## src/rtl/hazard_stall_unit_pkg.sv

```systemverilog
// hazard_stall_unit_pkg: shared state encodings and constants for the hazard stall unit
package hazard_stall_unit_pkg;
  typedef enum logic [1:0] {
    HZ_RUN        = 2'd0,
    HZ_LOAD_STALL = 2'd1,
    HZ_MEM_WAIT   = 2'd2
  } hz_state_e;
  localparam logic [4:0] REG_X0 = 5'd0;
endpackage

```

## src/rtl/hazard_stall_unit_if.sv

```systemverilog
// hazard_stall_unit_if: pipeline hazard inputs, stall/flush controls and debug counters
interface hazard_stall_unit_if #(parameter int CNT_W = 32);
  logic [4:0] IF_ID_Rs1;
  logic [4:0] IF_ID_Rs2;
  logic IF_ID_UsesRs1;
  logic IF_ID_UsesRs2;
  logic [4:0] ID_EX_Rd;
  logic ID_EX_MemRead;
  logic branch_taken;
  logic mem_req;
  logic dmem_ready;
  logic PCWrite;
  logic IF_ID_Write;
  logic ID_EX_Write;
  logic EX_MEM_Write;
  logic ID_EX_Bubble;
  logic IF_ID_Flush;
  logic ID_EX_Flush;
  logic MEM_WB_Bubble;
  logic mem_error;
  logic [CNT_W-1:0] load_stall_cnt;
  logic [CNT_W-1:0] freeze_cnt;
  logic [CNT_W-1:0] flush_cnt;
  modport master (
    output IF_ID_Rs1, IF_ID_Rs2, IF_ID_UsesRs1, IF_ID_UsesRs2, ID_EX_Rd, ID_EX_MemRead,
           branch_taken, mem_req, dmem_ready,
    input  PCWrite, IF_ID_Write, ID_EX_Write, EX_MEM_Write, ID_EX_Bubble, IF_ID_Flush,
           ID_EX_Flush, MEM_WB_Bubble, mem_error, load_stall_cnt, freeze_cnt, flush_cnt
  );
  modport slave (
    input  IF_ID_Rs1, IF_ID_Rs2, IF_ID_UsesRs1, IF_ID_UsesRs2, ID_EX_Rd, ID_EX_MemRead,
           branch_taken, mem_req, dmem_ready,
    output PCWrite, IF_ID_Write, ID_EX_Write, EX_MEM_Write, ID_EX_Bubble, IF_ID_Flush,
           ID_EX_Flush, MEM_WB_Bubble, mem_error, load_stall_cnt, freeze_cnt, flush_cnt
  );
endinterface

```

## src/rtl/hazard_stall_unit_sat_counter.sv

```systemverilog
// sat_counter: event counter that sticks at all-ones instead of wrapping
module sat_counter #(parameter int W = 32) (
  input  logic         clk,
  input  logic         reset,
  input  logic         inc,
  output logic [W-1:0] count
);
  always_ff @(posedge clk)
    if (reset) count <= '0;
    else if (inc && !(&count)) count <= count + W'(1);
endmodule

```

## src/rtl/hazard_stall_unit.sv

```systemverilog
// hazard_stall_unit: load-use bubble, data-memory freeze and branch flush control
module hazard_stall_unit
  import hazard_stall_unit_pkg::*;
#(
  parameter int CNT_W       = 32,
  parameter int MEM_TIMEOUT = 16
) (
  input logic clk,
  input logic reset,
  hazard_stall_unit_if.slave hz
);
  localparam int WW = $clog2(MEM_TIMEOUT);
  localparam logic [WW-1:0] WAIT_MAX = WW'(MEM_TIMEOUT - 1);
  hz_state_e state;
  logic [WW-1:0] wait_cnt;
  logic err, luh, fz, fl, st;
  always_comb begin
    luh = hz.ID_EX_MemRead && hz.ID_EX_Rd != REG_X0 &&
          ((hz.IF_ID_UsesRs1 && hz.ID_EX_Rd == hz.IF_ID_Rs1) ||
           (hz.IF_ID_UsesRs2 && hz.ID_EX_Rd == hz.IF_ID_Rs2));
    fz = !reset && hz.mem_req && !hz.dmem_ready;
    fl = !reset && !fz && hz.branch_taken;
    // leaving MEM_WAIT evaluates like RUN; only LOAD_STALL masks the hazard
    st = !reset && !fz && !fl && luh && state != HZ_LOAD_STALL;
  end
  assign hz.PCWrite       = !(fz || st);
  assign hz.IF_ID_Write   = !(fz || st);
  assign hz.ID_EX_Write   = !fz;
  assign hz.EX_MEM_Write  = !fz;
  assign hz.ID_EX_Bubble  = st;
  assign hz.IF_ID_Flush   = fl;
  assign hz.ID_EX_Flush   = fl;
  assign hz.MEM_WB_Bubble = fz;
  assign hz.mem_error     = err;
  always_ff @(posedge clk)
    if (reset) begin
      state    <= HZ_RUN;
      wait_cnt <= '0;
      err      <= 1'b0;
    end else begin
      state    <= fz ? HZ_MEM_WAIT : st ? HZ_LOAD_STALL : HZ_RUN;
      wait_cnt <= !fz ? '0 : wait_cnt == WAIT_MAX ? wait_cnt : wait_cnt + WW'(1);
      if (fz && wait_cnt == WAIT_MAX) err <= 1'b1;
    end
  sat_counter #(.W(CNT_W)) u_load_stall_cnt (.clk(clk), .reset(reset), .inc(st), .count(hz.load_stall_cnt));
  sat_counter #(.W(CNT_W)) u_freeze_cnt     (.clk(clk), .reset(reset), .inc(fz), .count(hz.freeze_cnt));
  sat_counter #(.W(CNT_W)) u_flush_cnt      (.clk(clk), .reset(reset), .inc(fl), .count(hz.flush_cnt));
endmodule

```

## src/flat_wrapper.sv

```systemverilog
// flat-port wrapper written by rule: the top's interface ports become plain ports
module hazard_stall_unit_flat import hazard_stall_unit_pkg::*;
#(
  parameter int CNT_W       = 32,
  parameter int MEM_TIMEOUT = 16
)
  (clk, reset, hz_IF_ID_Rs1, hz_IF_ID_Rs2, hz_IF_ID_UsesRs1, hz_IF_ID_UsesRs2, hz_ID_EX_Rd, hz_ID_EX_MemRead, hz_branch_taken, hz_mem_req, hz_dmem_ready, hz_PCWrite, hz_IF_ID_Write, hz_ID_EX_Write, hz_EX_MEM_Write, hz_ID_EX_Bubble, hz_IF_ID_Flush, hz_ID_EX_Flush, hz_MEM_WB_Bubble, hz_mem_error, hz_load_stall_cnt, hz_freeze_cnt, hz_flush_cnt);
  hazard_stall_unit_if #(.CNT_W(CNT_W)) hz_i ();
  input logic clk;
  input logic reset;
  input wire logic [$bits(hz_i.IF_ID_Rs1)-1:0] hz_IF_ID_Rs1;
  input wire logic [$bits(hz_i.IF_ID_Rs2)-1:0] hz_IF_ID_Rs2;
  input wire logic [$bits(hz_i.IF_ID_UsesRs1)-1:0] hz_IF_ID_UsesRs1;
  input wire logic [$bits(hz_i.IF_ID_UsesRs2)-1:0] hz_IF_ID_UsesRs2;
  input wire logic [$bits(hz_i.ID_EX_Rd)-1:0] hz_ID_EX_Rd;
  input wire logic [$bits(hz_i.ID_EX_MemRead)-1:0] hz_ID_EX_MemRead;
  input wire logic [$bits(hz_i.branch_taken)-1:0] hz_branch_taken;
  input wire logic [$bits(hz_i.mem_req)-1:0] hz_mem_req;
  input wire logic [$bits(hz_i.dmem_ready)-1:0] hz_dmem_ready;
  output wire logic [$bits(hz_i.PCWrite)-1:0] hz_PCWrite;
  output wire logic [$bits(hz_i.IF_ID_Write)-1:0] hz_IF_ID_Write;
  output wire logic [$bits(hz_i.ID_EX_Write)-1:0] hz_ID_EX_Write;
  output wire logic [$bits(hz_i.EX_MEM_Write)-1:0] hz_EX_MEM_Write;
  output wire logic [$bits(hz_i.ID_EX_Bubble)-1:0] hz_ID_EX_Bubble;
  output wire logic [$bits(hz_i.IF_ID_Flush)-1:0] hz_IF_ID_Flush;
  output wire logic [$bits(hz_i.ID_EX_Flush)-1:0] hz_ID_EX_Flush;
  output wire logic [$bits(hz_i.MEM_WB_Bubble)-1:0] hz_MEM_WB_Bubble;
  output wire logic [$bits(hz_i.mem_error)-1:0] hz_mem_error;
  output wire logic [$bits(hz_i.load_stall_cnt)-1:0] hz_load_stall_cnt;
  output wire logic [$bits(hz_i.freeze_cnt)-1:0] hz_freeze_cnt;
  output wire logic [$bits(hz_i.flush_cnt)-1:0] hz_flush_cnt;
  assign hz_i.IF_ID_Rs1 = hz_IF_ID_Rs1;
  assign hz_i.IF_ID_Rs2 = hz_IF_ID_Rs2;
  assign hz_i.IF_ID_UsesRs1 = hz_IF_ID_UsesRs1;
  assign hz_i.IF_ID_UsesRs2 = hz_IF_ID_UsesRs2;
  assign hz_i.ID_EX_Rd = hz_ID_EX_Rd;
  assign hz_i.ID_EX_MemRead = hz_ID_EX_MemRead;
  assign hz_i.branch_taken = hz_branch_taken;
  assign hz_i.mem_req = hz_mem_req;
  assign hz_i.dmem_ready = hz_dmem_ready;
  assign hz_PCWrite = hz_i.PCWrite;
  assign hz_IF_ID_Write = hz_i.IF_ID_Write;
  assign hz_ID_EX_Write = hz_i.ID_EX_Write;
  assign hz_EX_MEM_Write = hz_i.EX_MEM_Write;
  assign hz_ID_EX_Bubble = hz_i.ID_EX_Bubble;
  assign hz_IF_ID_Flush = hz_i.IF_ID_Flush;
  assign hz_ID_EX_Flush = hz_i.ID_EX_Flush;
  assign hz_MEM_WB_Bubble = hz_i.MEM_WB_Bubble;
  assign hz_mem_error = hz_i.mem_error;
  assign hz_load_stall_cnt = hz_i.load_stall_cnt;
  assign hz_freeze_cnt = hz_i.freeze_cnt;
  assign hz_flush_cnt = hz_i.flush_cnt;
  hazard_stall_unit #(.CNT_W(CNT_W), .MEM_TIMEOUT(MEM_TIMEOUT)) u_core (.clk(clk), .reset(reset), .hz(hz_i));
endmodule
```

## config.mk

```make
export PLATFORM = sky130hd
export DESIGN_NAME = hazard_stall_unit_flat
export DESIGN_NICKNAME = d
export VERILOG_FILES = /design/src/rtl/hazard_stall_unit_pkg.sv /design/src/rtl/hazard_stall_unit_if.sv /design/src/rtl/hazard_stall_unit_sat_counter.sv /design/src/rtl/hazard_stall_unit.sv /design/src/flat_wrapper.sv
export SDC_FILE = /design/constraint.sdc
export NUM_CORES = 1
export LEC_CHECK = 0
export BUFFER_PORTS_ARGS = -buffer_cell sky130_fd_sc_hd__buf_2
export CORE_ASPECT_RATIO = 0.5
export CORE_MARGIN = 2
export CORE_UTILIZATION = 45
export CTS_BUF_LIST = sky130_fd_sc_hd__clkbuf_8 sky130_fd_sc_hd__clkbuf_16
export CTS_CLUSTER_DIAMETER = 150
export DETAILED_ROUTE_END_ITERATION = 10
export PLACE_DENSITY = 0.83
export SYNTH_ARGS = -nofsm -noshare
export SYNTH_HDL_FRONTEND = slang
export SYNTH_SLANG_ARGS = --single-unit
```

## constraint.sdc

```tcl
create_clock -name clk -period 2.2 [get_ports clk]
set_clock_uncertainty 0.1 [all_clocks]
set_input_delay 0 -clock clk [delete_from_list [all_inputs] [get_ports clk]]
set_output_delay 0 -clock clk [all_outputs]
set_load 0.05 [all_outputs]
```

# Word level (Yosys, flattened, before mapping)
# Index checks and enable logic that the tools add are counted.
# word_totals
register_bits	103
out_inout_bits	105
# op_classes
addsub	4
n_eq_ne	4
muxes	2
bitwise	1
reduce_logical	31
# op_table
op	count
$add 32x1->32 const B	3
$reduce_and 32->1	3
$logic_and 1x1->1	15
$eq 5x5->1	2
$logic_not 1->1	8
$reduce_bool 5->1	1
$add 4x1->4 const B	1
$eq 4x4->1 const B	1
$reduce_or 2->1	2
$logic_or 1x1->1	2
$mux 2	1
$ne 2x1->1 const B	1
$mux 1	1
$not 1->1	1

# Logic depth before layout (Yosys ltp)
# depth
depth_word	12
ltp_mapped	9
ltp_nobuf	7

# Cells and area by module
# A second synthesis with hierarchy kept.
# unflattened
hier_cells	625
hier_area_um2	5627.9
# modules_own_cells
module	instances	cells_per_inst	area_each_um2	seq_area_each_um2
sat_counter	3	191	1721.7	640.6
hazard_stall_unit	1	52	462.9	140.1

# Worst setup path before layout
# Ideal clock, no wire load.
# synth_path
path_type	in2reg
startpoint	input reset
endpoint	register u_core.u_freeze_cnt.count[3]
setup_ns	0.128
arrival_time_ns	3.019
path_slack_ns	-1.047
stages	6
cell_sequence	nor3b_1 inv_1 a31oi_1 nand4_1 xor2_1 nor2_1
# synth_between
elab_chain_len	4
# synth_rtl
item	line_no	rtl
start, declared	flat_wrapper.sv:10	input logic reset;
$logic_not 1->1	hazard_stall_unit.sv:21	fz = !reset && hz.mem_req && !hz.dmem_ready;
$logic_and 1x1->1 (2 in a row)	hazard_stall_unit.sv:21	
$logic_and 1x1->1	hazard_stall_unit_sat_counter.sv:10	else if (inc && !(&count)) count <= count + W'(1);
end signal, assigned	hazard_stall_unit_sat_counter.sv:10	
end, declared	hazard_stall_unit_sat_counter.sv:6	output logic [W-1:0] count
# Parallel ways exist; a longest one is shown, timed or not.
# A chain may end at the register's enable or synchronous reset.

# Final worst setup path
# layout_path
startpoint	register u_core.u_load_stall_cnt.count[21]
endpoint	register u_core.u_load_stall_cnt.count[17]
# layout_between
elab_chain_len	3
# layout_rtl
item	line_no
start, declared	hazard_stall_unit_sat_counter.sv:6
start signal, assigned	hazard_stall_unit_sat_counter.sv:10
$reduce_and 32->1	hazard_stall_unit_sat_counter.sv:10
$logic_not 1->1	hazard_stall_unit_sat_counter.sv:10
$logic_and 1x1->1	hazard_stall_unit_sat_counter.sv:10
# No other way between the ends.

==> qor.csv <==
stage,metric,value,unit
critical_path,Required @ worst endpoint,2290,ps
finish,Nets,798,
cts,Clock Tree Buf Depth,2,
timing,minimum clock period,2160,ps
power,maximum vdd drop,405,uV
placement,dpl ws,-21.3,ps
die,std cell rows,27,
finish,Seq. cell area,2260,sq um
yosys,cells taking the most area after synthesis,"dfxtp_1 (41%), nor2_1 (6.1%), xnor2_1 (5.4%), xor2_1 (5.2%), nand3_1 (4.0%)",
critical_path,Crit Path Max Fanout,4,
yosys,sequential share of the synthesized area,0.407,
die,die area,12200,sq um
cts,clk slew on worst S/H paths,70,ps
cts,H-tree depth,3,
die,boundary pin count,128,
route,vias after detailed routing,5085,
route,post-DR wirelength/cell,14.6,microns
die,Initial Util,0.462,
grt,antenna violations before repair,0,
power,Seq pwr share,0.501,
power,pwr dens,533,nW/um^2
yosys,synth cell count leaders,"dfxtp_1 (103), nor2_1 (83), nand2_1 (45)",
flow_run,max cap viols,0,
critical_path,R2R Setup Slk,40,ps
power,Combinational Power Share,0.049,
yosys,Netlist Area Pre-Place,5070,sq um
yosys,Synth Flop Type,dfxtp_1,
yosys,number of flops mapped to enable cells by yosys,0,
cts,clock root cell,clkbuf_16,
route,DRT iter0 DRCs,204,
cts,Num CTS Buffers,9,
yosys,Yosys Warn Count,0,
finish,fin util,0.624,
power,internal power,2830,uW
finish,P&R area growth vs syn,35.1,%
critical_path,"Data arrival, critical path",2250,ps
grt,first-pass GRT wire length,22300,microns
yosys,Post-Syn Nets,637,
timing,count of final max-slew check failures,0,
finish,ratio of cells with drive above 1 in the final layout,0.396,
timing,f_max,0.464,GHz
placement,Detailed Place HPWL,9600,microns
power,LEAKAGE,0.00274,uW
cts,clk_lat worst skew,330,ps
yosys,Netlist cell types,54,
critical_path,critical path class,reg2reg,
critical_path,crit path max-delay cell type,or4b_4,
critical_path,CP Launch Type,register,
critical_path,CP Buf/Inv Count,1,
yosys,ys async rst share,0,
route,DR pass1 iterations,5,
cts,CTS tree,done,
die,Core ar.,11000,sq um
critical_path,family with the most delay on the worst path,simple AND/OR/NAND/NOR gates,
route,routed vias/inst,5.52,
timing,Setup WS post-layout,43.3,ps
critical_path,Crit. End Element,register,
placement,DP Cell Count,901,
power,Tot Pwr,3660,uW
grt,vias in the first global route,4732,
power,Switch Pwr,825,uW
die,die span in x,154,microns
timing,final hold violations,0,
grt,remaining global-route overflow,0,
hold_path,min-delay worst type,in2reg,
timing,"Setup violations, final",0,
critical_path,Critical Path Max Stage Delay,500,ps
grt,largest net degree at the start of global routing,55,
critical_path,critical-path cell list,"and4_1, or4b_4, or3_4, buf_4, nand3_1, or3_1, a21oi_1",
route,DRC viols,0,
status,status,"complete, no violations",
finish,non-filler instance count after layout,921,
route,Detail Route Antenna Nets,0,
timing,slew margin rel.,0.620,
finish,FILL cells,928,
timing,Slew @ Worst Pin,570,ps
route,Routed WL,13400,microns
finish,# diodes,0,
timing,Tcrit/Tclk final,0.980,
power,Sw Share,0.226,
yosys,biggest area consumer among synthesized cells,dfxtp_1,
yosys,Mapped Cells,610,
cts,Sink Count,103,
yosys,Yosys reg bits,103,
placement,Final Wtd Congestion,0.848,
die,overall die height,79.1,microns
grt,Tot GR Track Use,0.220,
yosys,share of the synthesized area in the top cell type,0.407,
yosys,most common cell in the netlist,dfxtp_1,
yosys,syn avg cell area,8.32,sq um
placement,I/O Buffers,127,
timing,RSZ-0062 raised after global routing,yes,
finish,footprint of the multi-input gates,3020,sq um
power,Clk pwr share,0.450,
cell usage in the layout, fill, tap and decap left out, types with 3 or more instances in the layout:
cell and instances:
nor4_4 3, xnor2_1 31, or3_1 24, dlygate4sd3_1 3
o31ai_1 13, a21oi_1 33, nand3_1 39, o21a_1 3
mux2_2 5, buf_2 126, nand2_1 44, nand4_1 28
inv_1 13, o21ai_1 3, clkbuf_16 10, or3_4 3
and3_1 12, dfxtp_4 38, nor3_1 17, mux2i_1 4
or4_1 13, buf_4 44, clkinvlp_4 3, and4_1 5
dfxtp_1 21, nor2_1 82, xor2_1 30, nor4_1 5
o21ai_0 17, a31oi_1 4, dfxtp_2 44, nor2b_1 5
path summary, 6_finish.rpt:
path,startpoint,end,cells after the start
setup / recovery,u_core.u_load_stall_cnt.count[21]$_SDFFE_PP0P_,u_core.u_load_stall_cnt.count[17]$_SDFFE_PP0P_,7
hold / removal,hz_mem_req,u_core.hz.mem_error$_SDFFE_PP0P_,4
setup reg to reg,u_core.u_load_stall_cnt.count[21]$_SDFFE_PP0P_,u_core.u_load_stall_cnt.count[17]$_SDFFE_PP0P_,7
hold reg to reg,u_core.hz.mem_error$_SDFFE_PP0P_,u_core.hz.mem_error$_SDFFE_PP0P_,1
repair_timing:
item	in CTS	in global routing
setup buffers	0	1
pin swaps	0	4
endpoints found under the setup margin	9	60
hold buffers	3	0
hold endpoints to repair	3	0
resized for setup	5	19
state kept, by name, summed over array words and instances (netlist names):
signal                         cells
u_core.hz.mem_error                1
u_core.state                       2
u_core.u_flush_cnt.count          32
u_core.u_freeze_cnt.count         32
u_core.u_load_stall_cnt.count     32
u_core.wait_cnt                    4
cell families after synthesis:
group | share of synthesized area
xor gates and xnor gates | 0.105
muxes | 0.0190
and+or+nand+nor | 0.315
adders and majority gates | 0.00987
buffers and inverters | 0.0340
AOI/OAI and AO/OA | 0.110
DFF | 0.407
metal layers:
metal | global-route usage | wire length, microns | vias to the layer above
met2 | 0.383 | 6470 | 125
met1 | 0.277 | 6040 | 2428
met3 | 0.0453 | 690 | 24
li1 | - | - | 2508
met4 | 0.0673 | 218 | 0
met5 | 0 | 0 | -
cell type report:
class,instances,area share
clock buffer,10,0.0365
clock inverter,6,0.00858
inverter,14,0.00821
multi-input combinational,468,0.440
sequential,103,0.330
tap,145,0.0265
timing repair buffer,175,0.150
per-stage QoR:
stage	TNS, ps	hold slack (ps)	area, sq um
2_1_floorplan	-702	-25.6	5350
3_3_place_gp	0	142	6380
3_5_place_dp	-38.4	142	6380
4_1_cts	0	30.9	6750
5_1_grt	-50.1	63.0	6850
6_report	0	37.9	6850
power groups by stage:
stage	clock network, uW	logic [uW]	registers (uW)
final	1640	180	1830
after floorplan	0	102	1890
after detailed placement	0	173	1870
after global routing	1750	195	1830
after global placement	0	170	1870
after CTS	1680	178	1830
worst reg2reg max path: cells and delay by family, from the launching register on:
family                 cells  cell delay [ps]
buffers and inverters      1              170
DFF                        1              340
AOI/OAI and AO/OA          1               70
and+or+nand+nor            5             1320
(Power assumes the default switching activity.)
